==> config.mk <==
export PLATFORM = sky130hd
export DESIGN_NAME = count1to10_arbiter_flat
export DESIGN_NICKNAME = d
export VERILOG_FILES = /design/src/rtl/count1to10_arbiter_if.sv /design/src/rtl/count1to10_arbiter.sv /design/src/flat_wrapper.sv
export SDC_FILE = /design/constraint.sdc
export NUM_CORES = 1
export LEC_CHECK = 0
export ABC_CLOCK_PERIOD_IN_PS = 1900
export CORE_ASPECT_RATIO = 0.9
export CORE_UTILIZATION = 40
export DETAILED_ROUTE_END_ITERATION = 8
export HOLD_SLACK_MARGIN = 0.06
export PLACE_DENSITY = 0.69
export RECOVER_POWER = 25
export SKIP_LAST_GASP = 1
export SLEW_MARGIN = 20
export SYNTH_ARGS = -nofsm -noshare
export SYNTH_HDL_FRONTEND = slang
export SYNTH_SLANG_ARGS = --single-unit
==> constraint.sdc <==
create_clock -name clk -period 1.9 [get_ports clk]
set_clock_uncertainty 0.15 [all_clocks]
set_input_delay 0.475 -clock clk [delete_from_list [all_inputs] [get_ports clk]]
set_output_delay 0.475 -clock clk [all_outputs]
set_load 0.005 [all_outputs]
==> src/rtl/count1to10_arbiter_if.sv <==
// count1to10_arbiter_if: request/length inputs and grant/count/done/busy outputs of the arbiter
interface count1to10_arbiter_if;
  logic [1:0] req;
  logic [3:0] len0;
  logic [3:0] len1;
  logic [1:0] grant;
  logic [3:0] q;
  logic [1:0] done;
  logic       busy;
  modport master (output req, len0, len1, input grant, q, done, busy);
  modport slave  (input req, len0, len1, output grant, q, done, busy);
endinterface

==> src/rtl/count1to10_arbiter.sv <==
// count1to10_arbiter: two-requester round-robin arbiter that runs a shared 1..limit counter for the winner
module count1to10_arbiter (
  input logic clk,
  input logic reset,
  count1to10_arbiter_if.slave bus
);
  localparam logic [1:0] IDLE = 2'd0;
  localparam logic [1:0] RUN  = 2'd1;
  localparam logic [1:0] DONE = 2'd2;
  logic [1:0] state;
  logic [3:0] limit;
  logic       ptr;
  logic       sel;
  logic       owner;
  logic [3:0] sel_len;
  logic [3:0] clamp;
  // on contention the pointer decides; otherwise the lone requester wins
  always_comb begin
    sel     = &bus.req ? ptr : bus.req[1];
    sel_len = sel ? bus.len1 : bus.len0;
    clamp   = (sel_len == 4'd0 || sel_len > 4'd10) ? 4'd10 : sel_len;
  end
  assign owner    = bus.grant[1];
  assign bus.busy = state != IDLE;
  always_ff @(posedge clk or posedge reset) begin
    if (reset) begin
      state     <= IDLE;
      limit     <= '0;
      ptr       <= 1'b0;
      bus.grant <= '0;
      bus.q     <= '0;
      bus.done  <= '0;
    end else begin
      case (state)
        IDLE: if (|bus.req) begin
          state     <= RUN;
          bus.grant <= sel ? 2'b10 : 2'b01;
          bus.q     <= 4'd1;
          limit     <= clamp;
        end
        RUN: if (!bus.req[owner]) begin
          state     <= IDLE;
          bus.grant <= '0;
          bus.q     <= '0;
          ptr       <= ~owner;
        end else if (bus.q == limit) begin
          state     <= DONE;
          bus.done  <= bus.grant;
          bus.grant <= '0;
          bus.q     <= '0;
          ptr       <= ~owner;
        end else begin
          bus.q <= bus.q + 4'd1;
        end
        DONE: begin
          state    <= IDLE;
          bus.done <= '0;
        end
        default: state <= IDLE;
      endcase
    end
  end
  a_run_q: assert property (@(posedge clk) disable iff (reset)
    state == RUN |-> bus.q != 4'd0 && bus.q <= 4'd10);
  a_run_grant: assert property (@(posedge clk) disable iff (reset)
    state == RUN |-> $onehot(bus.grant));
endmodule

==> src/flat_wrapper.sv <==
// flat-port wrapper written by rule: the top's interface ports become plain ports
module count1to10_arbiter_flat 
  (clk, reset, bus_req, bus_len0, bus_len1, bus_grant, bus_q, bus_done, bus_busy);
  count1to10_arbiter_if bus_i ();
  input logic clk;
  input logic reset;
  input wire logic [$bits(bus_i.req)-1:0] bus_req;
  input wire logic [$bits(bus_i.len0)-1:0] bus_len0;
  input wire logic [$bits(bus_i.len1)-1:0] bus_len1;
  output wire logic [$bits(bus_i.grant)-1:0] bus_grant;
  output wire logic [$bits(bus_i.q)-1:0] bus_q;
  output wire logic [$bits(bus_i.done)-1:0] bus_done;
  output wire logic [$bits(bus_i.busy)-1:0] bus_busy;
  assign bus_i.req = bus_req;
  assign bus_i.len0 = bus_len0;
  assign bus_i.len1 = bus_len1;
  assign bus_grant = bus_i.grant;
  assign bus_q = bus_i.q;
  assign bus_done = bus_i.done;
  assign bus_busy = bus_i.busy;
  count1to10_arbiter u_core (.clk(clk), .reset(reset), .bus(bus_i));
endmodule
==> reports/results.tsv <==
metric	value	unit
status	finished clean	
syn_to_final_growth	50.91	%
tightest_slew	0.8169	ns
grt_pass1_wl	3926	um
clock_latency	0.29	ns
period_share	0.9719	
syn-instance-count	103	
grt_antenna_before_repair	0	
cts_buffers	3	
fin_nets	169	
yosys_warnings	0	
clkTransAtPathRegs	0.10	ns
first_pass_iters	4	
seq_area_frac_synth	0.3886	
worstSetupPathType	reg -> reg	
drt_iter0_drc	27	
cp_slowest_cell	dfrtp_1	
dp_cells	164	
final_cells	179	
die_x	53.80	um
overflow	0	
grt_max_degree	16	
timing.max_slew.rel_slack	0.4554	
wire_per_inst	13.27	um
ys_seq_elements	15	
min_period	1.847	ns
timing.hold.ws	0.3582	ns
synth_area	965.9	um2
viasPerCell	5.307	
coreArea	2222	um2
die_area	2616	um2
totalWireLength	2375	um
drc_errors	0	
cpPeakStageDelay	0.40	ns
p_per_area	1412	nW/um2
slew_violations	0	
crit_fanout	7	
setup.worst_path.end_class	register	
critical_path_arrival	1.88	ns
crit_top_cell	buf_4	
io_pins	21	
drtAntennaViolNets	0	
rows	16	
drv_cap	0	
cts_tree	built	
dp_hpwl	1710	um
hold_violations	0	
gp_congestion	0.8914	
final_common_cell	buf_4	
synth_nets	119	
num-fill-cells	168	
setup_viol	0	
ir_drop	1.138	mV
setup.worst_path.start_class	register	
cts.sinks	15	
clock.fmax	541.5	MHz
layout-drive-gt1-share	0.2829	
die_y	48.62	um
start_util	0.4347	
synth.avg_cell_area	9.378	um2
num_vias	950	
clockRootBuffer	clkbuf_4	
clockBufferDepth	2	
p_leak	0.7129	nW
path_cells	buf_4 > xor2_1 > nor4_4 > buf_4 > nor3_1 > a211o_1	
fin_tns_setup	0	ns
hold_class	reg -> reg	
synth_cell_types	38	
grt_util_all_layers	0.2023	
final_cell_mix	buf_4 (24), clkdlybuf4s50_1 (15), dfrtp_1 (13)	
grt_pass1_vias	928	
required	1.93	ns
cts_htree_levels	1	
r2r_slack	0.05	ns
io_buffers	20	
diodes	0	
fin_util	0.6560	
[cells by family after synthesis]
kind of cell / share of synthesized area
simple gates: 0.1710
compound gates: 0.2630
buf+inv: 0.05569
flops: 0.3886
mux: 0.03368
fa+ha+maj: 0.05182
xor+xnor: 0.03627
[power breakdown]
part | switching [W] | total [W] | internal (W)
sequential | 0.0000988 | 0.000547 | 0.000448
clock | 0.000105 | 0.000183 | 0.0000781
combinational | 0.000627 | 0.00133 | 0.000701
total | 0.000831 | 0.00206 | 0.00123
[synthesized netlist by cell type]
cell,n,area [um2]
o21ai_2,2,17.52
inv_1,9,33.78
a2111oi_0,1,8.760
o22ai_1,2,12.51
a211o_1,1,8.760
o21ai_1,1,5.000
o211ai_1,1,7.510
dfrtp_1,15,375.4
nand3b_1,3,22.52
a21oi_1,9,45.04
nand2_4,1,11.26
nand2b_1,1,6.260
a221o_1,1,10.01
o41ai_1,2,17.52
a2bb2oi_1,1,8.760
ha_1,4,50.05
nor4_1,1,6.260
nand3_1,1,5.000
a22o_1,2,17.52
buf_2,1,5.000
nor3_1,5,25.02
o21ai_0,6,30.03
nand2_1,8,30.03
o311a_1,2,20.02
mux2i_1,1,10.01
buf_4,2,15.01
nor2_1,1,3.750
a21o_1,2,15.01
nor4_2,1,12.51
a31oi_1,1,6.260
xor2_1,4,35.03
nor4b_1,1,8.760
and3_1,1,6.260
mux2_2,2,22.52
nor2b_1,3,18.77
o31ai_1,2,15.01
o2bb2ai_1,1,8.760
or3b_2,1,8.760
[flip-flops by register name (all words and copies together), names as in the netlist]
| register | cells |
|---|---|
| u_core.bus.q | 4 |
| u_core.limit | 4 |
| u_core.bus.done | 2 |
| u_core.bus.grant | 2 |
| u_core.state | 2 |
| u_core.ptr | 1 |
[path summary, 6_finish.rpt]
| kind | startpoint | end | cells after the start |
|---|---|---|---|
| min in group asynchronous | reset | u_core.limit[1]$_DFFE_PP0P_ | 3 |
| setup / recovery | u_core.bus.q[1]$_DFFE_PP0P_ | u_core.bus.q[3]$_DFFE_PP0P_ | 6 |
| setup reg to reg | u_core.bus.q[1]$_DFFE_PP0P_ | u_core.bus.q[3]$_DFFE_PP0P_ | 6 |
| hold / removal | u_core.limit[0]$_DFFE_PP0P_ | u_core.limit[0]$_DFFE_PP0P_ | 2 |
| max in group asynchronous | reset | u_core.bus.grant[1]$_DFFE_PP0P_ | 3 |
| hold reg to reg | u_core.limit[0]$_DFFE_PP0P_ | u_core.limit[0]$_DFFE_PP0P_ | 2 |
[routing by layer]
| layer | GRT usage | up-vias | wire length (um) |
|---|---|---|---|
| met5 | 0 | - | 0 |
| met1 | 0.2756 | 442 | 1145 |
| met4 | 0.03509 | 0 | 0 |
| li1 | - | 484 | - |
| met3 | 0.06604 | 0 | 93 |
| met2 | 0.3107 | 24 | 1135 |
[final cells by class]
class,instances,area (um2),share of cell area
clock buffers,3,22.52,0.01545
well taps,27,33.78,0.02318
flip-flops and latches,15,377.9,0.2592
inverters,9,33.78,0.02318
repair buffers,48,425.4,0.2918
clock inverters,1,5.005,0.003433
multi-input cells,76,559.3,0.3837
[worst max-delay path: cells and delay by family, from the launching register on]
kind / cells / cell delay [ns]
AOI/OAI and AO/OA: 1 / 0.27
and+or+nand+nor: 2 / 0.39
xor gates and xnor gates: 1 / 0.17
buffers and inverters: 2 / 0.35
DFF: 1 / 0.40
[per-stage QoR]
step,worst slack [ns],total power (W),instance area (um2)
floorplan,0.1792,0.001210,965.9
global placement,-0.1851,0.001618,1308
detailed placement,-0.2145,0.001642,1308
CTS,-0.007415,0.001875,1381
global route,-0.01341,0.002234,1458
finish,0.05344,0.002058,1458
[timing repair]
| action | CTS | global route |
|---|---|---|
| gates resized for setup | 8 | 6 |
| hold buffers | 0 | 0 |
| setup buffers | 5 | 6 |
| setup endpoints to repair | 6 | 7 |
No activity file was read; power rests on OpenSTA's default activity.
